[config.mk]
export PLATFORM = sky130hd
export DESIGN_NAME = uart_rx_vote_sampler
export DESIGN_NICKNAME = d
export VERILOG_FILES = /design/src/rtl/uart_rx_vote_sampler.sv
export SDC_FILE = /design/constraint.sdc
export NUM_CORES = 1
export LEC_CHECK = 0
export BUFFER_PORTS_ARGS = -buffer_cell sky130_fd_sc_hd__buf_2
export CAP_MARGIN = 20
export CORE_MARGIN = 3
export CORE_UTILIZATION = 52
export DETAILED_ROUTE_END_ITERATION = 10
export GPL_TIMING_DRIVEN = 0
export PLACE_DENSITY = 0.8
export SLEW_MARGIN = 25
export SYNTH_ARGS = -nofsm -noshare
export SYNTH_HDL_FRONTEND = slang
export SYNTH_SLANG_ARGS = --single-unit
[constraint.sdc]
create_clock -name clk_based_on_prescale -period 7 [get_ports clk_based_on_prescale]
set_clock_uncertainty 0.05 [all_clocks]
set_input_delay 0.7 -clock clk_based_on_prescale [delete_from_list [all_inputs] [get_ports clk_based_on_prescale]]
set_output_delay 0.7 -clock clk_based_on_prescale [all_outputs]
set_load 0.05 [all_outputs]
[src/rtl/uart_rx_vote_sampler.sv]
// Oversampling majority-vote bit sampler for the UART receive path.
// Takes NUM_SAMPLES synchronised samples centred on each bit and strobes out the voted bit plus a noise flag.
module uart_rx_vote_sampler #(
    parameter int PRESCALE_W  = 6,
    parameter int NUM_SAMPLES = 3,
    parameter int SYNC_STAGES = 2
) (
    input  logic                  clk_based_on_prescale,
    input  logic                  rst,
    input  logic [PRESCALE_W-1:0] prescale,
    input  logic                  RX_IN,
    input  logic                  data_sampler_enable,
    input  logic [PRESCALE_W-1:0] edge_count,
    output logic                  sampled_data,
    output logic                  sample_valid,
    output logic                  noise_error,
    output logic                  cfg_error
);

    localparam int K      = (NUM_SAMPLES - 1) / 2;
    localparam int ONES_W = $clog2(NUM_SAMPLES + 1);

    localparam logic [PRESCALE_W-1:0] PS_RESET = PRESCALE_W'(8);
    localparam logic [PRESCALE_W-1:0] MIN_PS   = PRESCALE_W'(2 * K + 2);
    localparam logic [PRESCALE_W-1:0] K_PS     = PRESCALE_W'(K);
    localparam logic [ONES_W-1:0]     K_ONES   = ONES_W'(K);
    localparam logic [ONES_W-1:0]     N_ONES   = ONES_W'(NUM_SAMPLES);
    localparam logic [ONES_W-1:0]     N_M1     = ONES_W'(NUM_SAMPLES - 1);

    logic rx_s;

    generate
        if (SYNC_STAGES == 0) begin : g_no_sync
            assign rx_s = RX_IN;
        end else begin : g_sync
            logic [SYNC_STAGES-1:0] sync_q;

            always_ff @(posedge clk_based_on_prescale) begin
                if (rst) begin
                    sync_q <= '1;
                end else begin
                    sync_q[0] <= RX_IN;
                    for (int i = 1; i < SYNC_STAGES; i++) sync_q[i] <= sync_q[i-1];
                end
            end

            assign rx_s = sync_q[SYNC_STAGES-1];
        end
    endgenerate

    logic [PRESCALE_W-1:0]  lat_ps;
    logic                   en_q;
    logic [NUM_SAMPLES-1:0] samp;
    logic [ONES_W-1:0]      ones;
    logic [ONES_W-1:0]      n_cap;

    logic [PRESCALE_W-1:0]  mid, first, last;
    logic                   cfg_bad, capture, at_first, at_last, window_done;
    logic [ONES_W-1:0]      rx_ext, ones_next;
    logic [NUM_SAMPLES-1:0] samp_next;

    assign mid      = lat_ps >> 1;
    assign first    = mid - K_PS;
    assign last     = mid + K_PS;
    // Gate on the live comparison so a freshly latched bad prescale never captures
    // during the cycle before cfg_error itself is registered.
    assign cfg_bad  = (lat_ps < MIN_PS);
    assign at_first = (edge_count == first);
    assign at_last  = (edge_count == last);
    assign capture  = data_sampler_enable && !cfg_bad
                      && (edge_count >= first) && (edge_count <= last);

    assign rx_ext    = {{(ONES_W-1){1'b0}}, rx_s};
    assign ones_next = at_first ? rx_ext : ones + rx_ext;
    assign samp_next = {samp[NUM_SAMPLES-2:0], rx_s};

    // n_cap proves every sample of this window was taken; interrupted or skipped windows never strobe.
    assign window_done = capture && at_last && (n_cap == N_M1);

    // NOTE: all state uses non-blocking assignment so every flop samples pre-edge values regardless of statement order.
    always_ff @(posedge clk_based_on_prescale) begin
        if (rst) begin
            lat_ps       <= PS_RESET;
            en_q         <= 1'b0;
            samp         <= '0;
            ones         <= '0;
            n_cap        <= '0;
            cfg_error    <= 1'b0;
            sampled_data <= 1'b1;
            sample_valid <= 1'b0;
            noise_error  <= 1'b0;
        end else begin
            en_q      <= data_sampler_enable;
            cfg_error <= cfg_bad;

            if (data_sampler_enable && (edge_count == '0 || !en_q))
                lat_ps <= prescale;

            sample_valid <= window_done;
            noise_error  <= window_done && (ones_next != '0) && (ones_next != N_ONES);
            if (window_done)
                sampled_data <= (ones_next > K_ONES);

            if (!data_sampler_enable) begin
                samp  <= '0;
                ones  <= '0;
                n_cap <= '0;
            end else if (capture) begin
                samp  <= samp_next;
                ones  <= ones_next;
                n_cap <= at_first ? ONES_W'(1) : n_cap + ONES_W'(1);
            end else begin
                n_cap <= '0;
            end
        end
    end

    // The running count must always agree with the sample shift register when a vote is taken.
    always @(posedge clk_based_on_prescale) begin
        if (!rst && window_done)
            assert ($countones(samp_next) == int'(ones_next));
    end

endmodule

==> results of run 1 <==
[power groups by stage]
stage	clock network (mW)	logic (mW)	registers (mW)
floorplan	0	0.0336	0.0988
global placement	0	0.0447	0.0986
detailed placement	0	0.0473	0.0988
CTS	0.0626	0.0476	0.0967
global route	0.0666	0.0541	0.0971
finish	0.0610	0.0472	0.0967
[flip-flops by register name, summed over array words and instances, names as in the netlist]
register / flops
sampled_data: 1
noise_error: 1
g_sync.sync_q: 2
en_q: 1
n_cap: 2
cfg_error: 1
sample_valid: 1
ones: 2
lat_ps: 5
[cell type report]
class	count	area, um2	share of cell area [%]
buffer	3	13.76	1.157
clock buffer	4	36.28	3.049
timing repair buffer	18	90.09	7.571
multi-input combinational	87	671.9	56.47
inverter	7	26.28	2.208
tap	25	31.28	2.629
sequential	16	320.3	26.92
[layout by cell type (no fill, tap or decap), types with 2 or more instances in the layout]
master | netlist | layout
o21ai_0 | 2 | 2
or3_1 | 2 | 2
or2_2 | 2 | 2
clkbuf_4 | 0 | 3
ha_1 | 15 | 15
o21bai_1 | 2 | 2
inv_1 | 7 | 7
buf_2 | 1 | 19
dfxtp_1 | 16 | 16
a21o_1 | 2 | 2
mux2i_1 | 5 | 5
nor3_1 | 3 | 3
xnor2_1 | 5 | 5
nand3_1 | 5 | 5
nor2b_1 | 2 | 2
xor2_1 | 3 | 3
nand2_1 | 7 | 7
a21oi_1 | 5 | 5
nor2_1 | 12 | 12
[per-layer routing]
| metal | up-vias | GRT usage, % |
|---|---|---|
| met4 | 0 | 5.381 |
| li1 | 443 | - |
| met5 | - | 0 |
| met2 | 12 | 33.26 |
| met1 | 377 | 22.00 |
| met3 | 2 | 5.638 |
[worst max-delay path by stage]
stage                     startpoint           end  slack [ps]  cells past startpoint
after floorplan            lat_ps[1]  sampled_data        4780                     10
after global placement     lat_ps[1]  sampled_data        4590                     10
after detailed placement   lat_ps[1]  sampled_data        4490                     10
after CTS                  lat_ps[1]  sampled_data        4490                     10
after global routing       lat_ps[1]  sampled_data        4330                     10
final                      lat_ps[1]  sampled_data        4480                     10
[cell families after synthesis]
logic type	Yosys count	synth area share (%)
compound gates	19	15.03
xor+xnor	8	6.788
fa+ha+maj	15	18.18
buf+inv	10	3.878
flops	16	31.03
mux	5	4.849
simple gates	40	20.24
[metrics by stage]
step           std cells  power (mW)
4_1_cts              160      0.2068
5_1_grt              160      0.2178
6_report             160      0.2049
3_5_place_dp         156      0.1461
3_3_place_gp         156      0.1433
2_1_floorplan        113      0.1323
==> results.sh, run 1 <==
export IMPL_setup_ws_ps=4483
export IMPL_area_growth_syn_to_layout_pct=15.27
export IMPL_synth_top_area_share_pct=31.03
export IMPL_wl_met3_um=71
export IMPL_slew_headroom_pct=63.21
export IMPL_io_buffers=18
export IMPL_reg2reg_slack_ps=4480
export IMPL_drt_wl_total_um=2024
export IMPL_ys_top_cells_by_area="dfxtp_1 31%, ha_1 18%, mux2i_1 4.8%, nor2_1 4.4%, xnor2_1 4.2%"
export IMPL_p_int_mw=0.1470
export IMPL_netlist_area_um2=1032
export IMPL_start_util_pct=57.29
export IMPL_die_x_um=50.56
export IMPL_outcome="complete, no violations"
export IMPL_cts_root_buf="clkbuf_4"
export IMPL_synth_edf_count=0
export IMPL_setup_viol=0
export IMPL_fmax_mhz=397.4
export IMPL_track_usage_pct=18.90
export IMPL_ys_seq_area_share_pct=31.03
export IMPL_fin_nets=167
export IMPL_drtAntennaViolNets=0
export IMPL_yosys_warnings=0
export IMPL_syn_inst=113
export IMPL_fill_cells=160
export IMPL_synth_cell_types=35
export IMPL_die_area_um2=2556
export IMPL_stdcell_area_um2=1190
export IMPL_route_met2_wl_um=1070
export IMPL_whs_endpoint="g_sync.sync_q[1]"
export IMPL_pwr_share_comb_pct=23.0
export IMPL_placed_area_um2=1154
export IMPL_min_from="g_sync.sync_q[0]"
export IMPL_pwr_share_clk_pct=29.8
export IMPL_gr_total_overflow=0
export IMPL_fin_hold_ws_ps=369.6
export IMPL_worstHoldPathType="reg2reg"
export IMPL_wl_per_cell_um=12.65
export IMPL_drc=0
export IMPL_crit_fanout=8
export IMPL_final_hold_violation_count=0
export IMPL_path_cells="inv_1 > ha_1 > nand2_1 > xor2_1 > ha_1 > nand4_2 > o22ai_2 > o311ai_2 > o21ai_0 > o41a_1"
export IMPL_cts_tree="yes"
export IMPL_clkTransAtPathRegs_ps=90
export IMPL_critPathSlowestCell="o311ai_2"
export IMPL_reg2reg_depth=10
export IMPL_synth_avg_cell_area_um2=9.135
export IMPL_wl_met1_um=873
export IMPL_grt_pass1_wl_um=3581
export IMPL_diodes=0
export IMPL_path_class="reg2reg"
export IMPL_grt_pass1_vias=857
export IMPL_fin_crit_ps=2517
export IMPL_hold_buffers=0
export IMPL_max_vdd_ir_drop_uv=137.9
export IMPL_sw_frac_of_total_pct=28.27
export IMPL_drv_slew=0
export IMPL_drv_cap=0
export IMPL_grt_max_degree=11
export IMPL_synth_net_count=144
export IMPL_dr_total_vias=834
export IMPL_critPathLaunchType="register"
export IMPL_r2r_start="lat_ps[1]"
export IMPL_gp_congestion=0.8010
export IMPL_ys_seq_elements=16
export IMPL_num_rows=15
export IMPL_vias_per_cell=5.213
export IMPL_path_delay_family="compound AO/OA/AOI/OAI gates"
export IMPL_end_kind="register"
export IMPL_cp_required_ps=7130
export IMPL_slowest_delay_ps=540
export IMPL_ys_top_cells_by_count="16 x dfxtp_1, 15 x ha_1, 12 x nor2_1"
export IMPL_dp_slack_ps=4492
export IMPL_p_per_area_nw_per_um2=172.2
export IMPL_arrival_ps=2650
export IMPL_cts_buffer_depth=2
export IMPL_core_area_um2=1802
export IMPL_dpl_hpwl_um=1704
export IMPL_cts_buffers=3
export IMPL_cts_repair_resized=0
export IMPL_rsz0062_at_grt="false"
export IMPL_rr_endpoint="sampled_data"
export IMPL_fin_setup_tns_ps=0
export IMPL_die_h_um=50.56
export IMPL_cp_common_cell="ha_1"
export IMPL_p_seq_share_pct=47.2
export IMPL_htreeDepth=1
export IMPL_drive_gt1_share_pct=23.70
export IMPL_p_leak_nw=0.5264
export IMPL_top_layer_used="met4"
export IMPL_synthArstFlopShare_pct=0
export IMPL_path_buf_inv=1
export IMPL_drt_iter0_drc=12
export IMPL_tightest_slew_ps=550.9
export IMPL_dr_pass1_iters=4
export IMPL_yosys_area_top_type="dfxtp_1"
export IMPL_layout_worst_path_cycle_share_pct=35.95
export IMPL_clock_latency_ps=290
export IMPL_p_sw_mw=0.05793
export IMPL_cts_setup_buffers=0
export IMPL_antenna_found_initial=0
export IMPL_synthFlopType="dfxtp_1"
export IMPL_clkSinkCount=16
export IMPL_hold_depth=1
export IMPL_finish_utilization_pct=66.04
export IMPL_synth_most_common_cell="dfxtp_1"
export IMPL_pin_count=20
No activity file was read; power rests on OpenSTA's default activity.
==> run 2, diff against run 1 <==
--- a/config.mk
+++ b/config.mk
@@ -5,6 +5,7 @@
 export SDC_FILE = /design/constraint.sdc
 export NUM_CORES = 1
 export LEC_CHECK = 0
+export ABC_AREA = 1
 export BUFFER_PORTS_ARGS = -buffer_cell sky130_fd_sc_hd__buf_2
 export CAP_MARGIN = 20
 export CORE_MARGIN = 3
==> constraint.sdc (replaced) <==
create_clock -name clk_based_on_prescale -period 2.5 [get_ports clk_based_on_prescale]
set_clock_uncertainty 0.05 [all_clocks]
set_input_delay 0.25 -clock clk_based_on_prescale [delete_from_list [all_inputs] [get_ports clk_based_on_prescale]]
set_output_delay 0.25 -clock clk_based_on_prescale [all_outputs]
set_load 0.05 [all_outputs]
==> results.sh, run 2 <==
export IMPL_setup_viol=0
export IMPL_wl_per_cell_um=10.31
export IMPL_grt_pass1_wl_um=3539
export IMPL_final_common_cell="nand2_1"
export IMPL_cp_required_ps=2640
export IMPL_cts_buffer_depth=2
export IMPL_cts_root_buf="clkbuf_4"
export IMPL_antenna_found_initial=0
export IMPL_die_x_um=50.69
export IMPL_drt_wl_total_um=1948
export IMPL_finish_utilization_pct=66.39
export IMPL_yosys_area_top_type="dfxtp_1"
export IMPL_ys_top_cells_by_count="29 x nand2_1, 21 x inv_1, 19 x nor2_1"
export IMPL_ys_seq_area_share_pct=30.84
export IMPL_io_buffers=18
export IMPL_die_h_um=50.69
export IMPL_path_class="reg2reg"
export IMPL_grt_max_degree=10
export IMPL_synth_edf_count=0
export IMPL_arrival_ps=2300
export IMPL_largest_reg_flops=5
export IMPL_core_area_um2=1802
export IMPL_dr_total_vias=923
export IMPL_netlist_area_um2=1038
export IMPL_max_vdd_ir_drop_uv=365.1
export IMPL_ys_seq_elements=16
export IMPL_fin_nets=196
export IMPL_fin_crit_ps=2160
export IMPL_die_area_um2=2569
export IMPL_outcome="complete, no violations"
export IMPL_tightest_slew_ps=294.7
export IMPL_synthFlopType="dfxtp_1"
export IMPL_p_leak_nw=0.6173
export IMPL_synth_most_common_cell="nand2_1"
export IMPL_cts_setup_buffers=0
export IMPL_start_util_pct=57.64
export IMPL_ys_top_cells_by_area="dfxtp_1 31%, ha_1 18%, nand2_1 10%, inv_1 7.6%, nor2_1 6.9%"
export IMPL_clkSinkCount=16
export IMPL_final_hold_violation_count=0
export IMPL_cts_repair_resized=0
export IMPL_rsz0062_at_grt="false"
export IMPL_drv_cap=0
export IMPL_regMostFlops="lat_ps"
export IMPL_dr_pass1_iters=4
export IMPL_fin_setup_tns_ps=0
export IMPL_synth_cell_types=21
export IMPL_drv_slew=0
export IMPL_cts_buffers=3
export IMPL_pin_count=20
export IMPL_clkTransAtPathRegs_ps=90
export IMPL_hold_buffers=0
export IMPL_gp_congestion=0.8113
export IMPL_critPathLaunchType="register"
export IMPL_synth_top_area_share_pct=30.84
export IMPL_worstHoldPathType="in2reg"
export IMPL_fill_cells=171
export IMPL_fmax_mhz=463.0
export IMPL_clock_latency_ps=290
export IMPL_cts_tree="yes"
export IMPL_track_usage_pct=17.89
export IMPL_slew_headroom_pct=80.35
export IMPL_yosys_warnings=0
export IMPL_diodes=0
export IMPL_vias_per_cell=4.884
export IMPL_drive_gt1_share_pct=17.68
export IMPL_drtAntennaViolNets=0
export IMPL_hold_depth=2
export IMPL_p_per_area_nw_per_um2=496.4
export IMPL_gr_total_overflow=0
export IMPL_grt_pass1_vias=900
export IMPL_dpl_hpwl_um=1644
export IMPL_num_rows=15
export IMPL_layout_common_cells="29 x nand2_1, 21 x inv_1, 19 x nor2_1"
export IMPL_crit_fanout=4
export IMPL_drt_iter0_drc=12
export IMPL_area_growth_syn_to_layout_pct=15.18
export IMPL_synth_avg_cell_area_um2=7.313
export IMPL_syn_inst=142
export IMPL_layout_worst_path_cycle_share_pct=86.39
export IMPL_synth_net_count=173
export IMPL_htreeDepth=1
export IMPL_synthArstFlopShare_pct=0
export IMPL_drc=0
export IMPL_reg2reg_depth=12
export IMPL_end_kind="register"
## run 2: changes by cell type after synthesis, sizes merged, moves of 3 or more
| cell | delta |
|---|---|
| nand2 | +22 |
| inv | +15 |
| nor2 | +9 |
| mux2i | -5 |
| nand3 | +4 |
| o21ai | +3 |
## run 2: layout make-up
cell class	count	area, um2	area share, %
clock buffers	4	36.28	3.033
inverters	22	82.58	6.904
multi-input cells	104	635.6	53.14
flip-flops and latches	16	320.3	26.78
well taps	25	31.28	2.615
repair buffers	18	90.09	7.531
## run 2: worst paths after layout
| check | start | to | slack, ps |
|---|---|---|---|
| worst max register to register | lat_ps[1] | noise_error | 340 |
| worst min register to register | g_sync.sync_q[0] | g_sync.sync_q[1] | 380 |
| worst min-delay path | RX_IN | g_sync.sync_q[0] | 90 |
| worst max-delay path | lat_ps[1] | noise_error | 340 |
## run 2: critical path, cell delays in order (launching register included)
cell and delay [ps]:
dfxtp_1 380, inv_1 120, ha_1 240, nand3_1 100
xor2_1 170, ha_1 250, nand2_1 80, nor2_1 60
nand2_1 100, inv_1 80, nor2_1 240, xnor2_1 150
nor2_1 50
## run 2: cells by family (layout without fill, tap and decap cells)
group	Yosys count	in the layout	synth area share [%]
buffers and inverters	22	44	7.952
flip-flops	16	16	30.84
adder cells (fa/ha/maj)	15	15	18.07
AND/OR/NAND/NOR	68	68	29.64
AO/OA/AOI/OAI	13	13	6.747
XOR/XNOR	8	8	6.746
## run 2: routing by layer
layer	routed length, um	vias up	GRT usage [%]	share of wire (%)
met5	0	-	0	0
met4	32	0	7.175	1.6
met3	83	5	2.671	4.3
met2	965	22	32.61	50
met1	867	401	20.62	45
li1	-	495	-	-
## run 2: stage by stage
stage	instance area [um2]	hold slack, ps	power, mW	setup WS (ps)	cells
6_report	1196	90.72	0.5938	340.4	189
5_1_grt	1196	80.24	0.6391	62.34	189
4_1_cts	1196	85.89	0.5969	331.1	189
3_5_place_dp	1160	353.9	0.4314	348.7	185
3_3_place_gp	1160	341.7	0.4235	401.1	185
2_1_floorplan	1039	278.3	0.3911	620.3	142
## run 2: power by group
part / switching (mW) / leakage (nW) / internal, mW
Clock: 0.0799 / 0.0210 / 0.0887
Sequential: 0.00907 / 0.131 / 0.266
Combinational: 0.0885 / 0.465 / 0.0617
Total: 0.177 / 0.617 / 0.416
==> run 3, diff against run 2 <==
--- a/config.mk
+++ b/config.mk
@@ -10,9 +10,10 @@
 export CAP_MARGIN = 20
 export CORE_MARGIN = 3
 export CORE_UTILIZATION = 52
+export CTS_BUF_LIST = sky130_fd_sc_hd__clkbuf_4 sky130_fd_sc_hd__clkbuf_8
 export DETAILED_ROUTE_END_ITERATION = 10
 export GPL_TIMING_DRIVEN = 0
-export PLACE_DENSITY = 0.8
+export PLACE_DENSITY = 0.73
 export SLEW_MARGIN = 25
 export SYNTH_ARGS = -nofsm -noshare
 export SYNTH_HDL_FRONTEND = slang
==> results.sh, run 3 (synthesis gave the netlist of run 2 again) <==
export IMPL_start_util_pct=57.64
export IMPL_grt_pass1_vias=937
export IMPL_htreeDepth=1
export IMPL_drc=0
export IMPL_drt_wl_total_um=1952
export IMPL_pin_count=20
export IMPL_hold_depth=2
export IMPL_worstHoldPathType="in2reg"
export IMPL_dpl_hpwl_um=1656
export IMPL_io_buffers=18
export IMPL_die_area_um2=2569
export IMPL_placedCellCount=185
export IMPL_reg2reg_slack_ps=350
export IMPL_path_class="reg2reg"
export IMPL_finish_utilization_pct=65.63
export IMPL_layout_common_cells="29 x nand2_1, 21 x inv_1, 19 x nor2_1"
export IMPL_wl_per_cell_um=10.38
export IMPL_fin_nets=196
export IMPL_fin_setup_tns_ps=0
export IMPL_p_leak_nw=0.6101
export IMPL_vias_per_cell=4.920
export IMPL_p_int_mw=0.3833
export IMPL_critPathLaunchType="register"
export IMPL_setup_viol=0
export IMPL_end_kind="register"
export IMPL_cts_setup_buffers=0
export IMPL_drt_iter0_drc=10
export IMPL_stdcell_area_um2=1182
export IMPL_p_per_area_nw_per_um2=471.5
export IMPL_clkTransAtPathRegs_ps=90
export IMPL_cts_buffers=3
export IMPL_num_rows=15
export IMPL_die_h_um=50.69
export IMPL_layout_worst_path_cycle_share_pct=86.09
export IMPL_max_vdd_ir_drop_uv=344.5
export IMPL_grt_max_degree=9
export IMPL_drv_slew=0
export IMPL_grt_pass1_wl_um=3663
export IMPL_cp_required_ps=2630
export IMPL_regMostFlops="lat_ps"
export IMPL_clock_latency_ps=280
export IMPL_antenna_found_initial=0
export IMPL_area_growth_syn_to_layout_pct=13.86
export IMPL_gp_congestion=0.8104
export IMPL_rsz0062_at_grt="false"
export IMPL_largest_reg_flops=5
export IMPL_cts_tree="yes"
export IMPL_fill_cells=171
export IMPL_dr_total_vias=925
export IMPL_track_usage_pct=18.41
export IMPL_fmax_mhz=464.6
export IMPL_diodes=0
export IMPL_hold_buffers=0
export IMPL_fin_crit_ps=2152
export IMPL_pwr_share_comb_pct=26.6
export IMPL_outcome="complete, no violations"
export IMPL_arrival_ps=2280
export IMPL_cts_repair_resized=0
export IMPL_drv_cap=0
export IMPL_cts_buffer_depth=2
export IMPL_cts_root_buf="clkbuf_4"
export IMPL_clkSinkCount=16
export IMPL_core_area_um2=1802
export IMPL_pwr_share_clk_pct=24.0
export IMPL_crit_fanout=4
export IMPL_p_seq_share_pct=49.3
export IMPL_slew_headroom_pct=82.44
export IMPL_drtAntennaViolNets=0
export IMPL_drive_gt1_share_pct=17.18
export IMPL_dr_pass1_iters=4
export IMPL_placed_area_um2=1160
export IMPL_final_common_cell="nand2_1"
export IMPL_final_hold_violation_count=0
export IMPL_die_x_um=50.69
export IMPL_sw_frac_of_total_pct=31.24
export IMPL_gr_total_overflow=0
export IMPL_reg2reg_depth=12
export IMPL_total_power_mw=0.5575
export IMPL_tightest_slew_ps=263.4
export IMPL_p_sw_mw=0.1741
export IMPL_layoutNonFillerInstCount=188
==> run 3: cell types whose count changed in the layout (fill, tap and decap cells not counted), sizes merged <==
| cell | before | now |
|---|---|---|
| clkbuf | 4 | 3 |
==> run 3: worst paths after layout <==
kind                                        from               end
worst min-delay path                       RX_IN  g_sync.sync_q[0]
worst max-delay path                   lat_ps[1]       noise_error
worst min register to register  g_sync.sync_q[0]  g_sync.sync_q[1]
worst max register to register         lat_ps[1]       noise_error
==> run 3: power by group through the flow <==
stage,sequential (mW),combinational (mW),clock [mW]
after CTS,0.275,0.151,0.137
after detailed placement,0.281,0.150,0
final,0.275,0.149,0.134
after global routing,0.277,0.174,0.151
after floorplan,0.281,0.110,0
after global placement,0.281,0.144,0
==> run 3: per-stage QoR <==
step / worst slack [ps] / hold WS (ps)
after floorplan: 620.3 / 278.3
after global placement: 385.2 / 341.5
after global routing: 149.6 / 95.00
after detailed placement: 353.9 / 352.7
after CTS: 333.1 / 104.8
final: 347.7 / 102.4
==> run 3: cell type report <==
| class | count | area (um2) | share of cell area, % |
|---|---|---|---|
| Multi-Input combinational cell | 104 | 635.6 | 53.76 |
| Tap cell | 25 | 31.28 | 2.646 |
| Inverter | 22 | 82.58 | 6.984 |
| Clock buffer | 3 | 22.52 | 1.905 |
| Sequential cell | 16 | 320.3 | 27.09 |
| Timing Repair Buffer | 18 | 90.09 | 7.619 |
==> run 3: layer usage <==
metal | share of wire (%) | global-route usage, %
met5 | 0 | 0
met4 | 0.87 | 4.036
met3 | 4.3 | 3.561
met2 | 47 | 33.26
met1 | 48 | 22.32
==> run 3: worst max-delay path, cell delays in order, from the launching register on <==
cell     delay, ps
dfxtp_1        380
inv_1          110
ha_1           230
nand3_1        100
xor2_1         160
ha_1           250
nand2_1         80
nor2_1          60
nand2_1        100
inv_1           80
nor2_1         210
xnor2_1        170
nor2_1          60
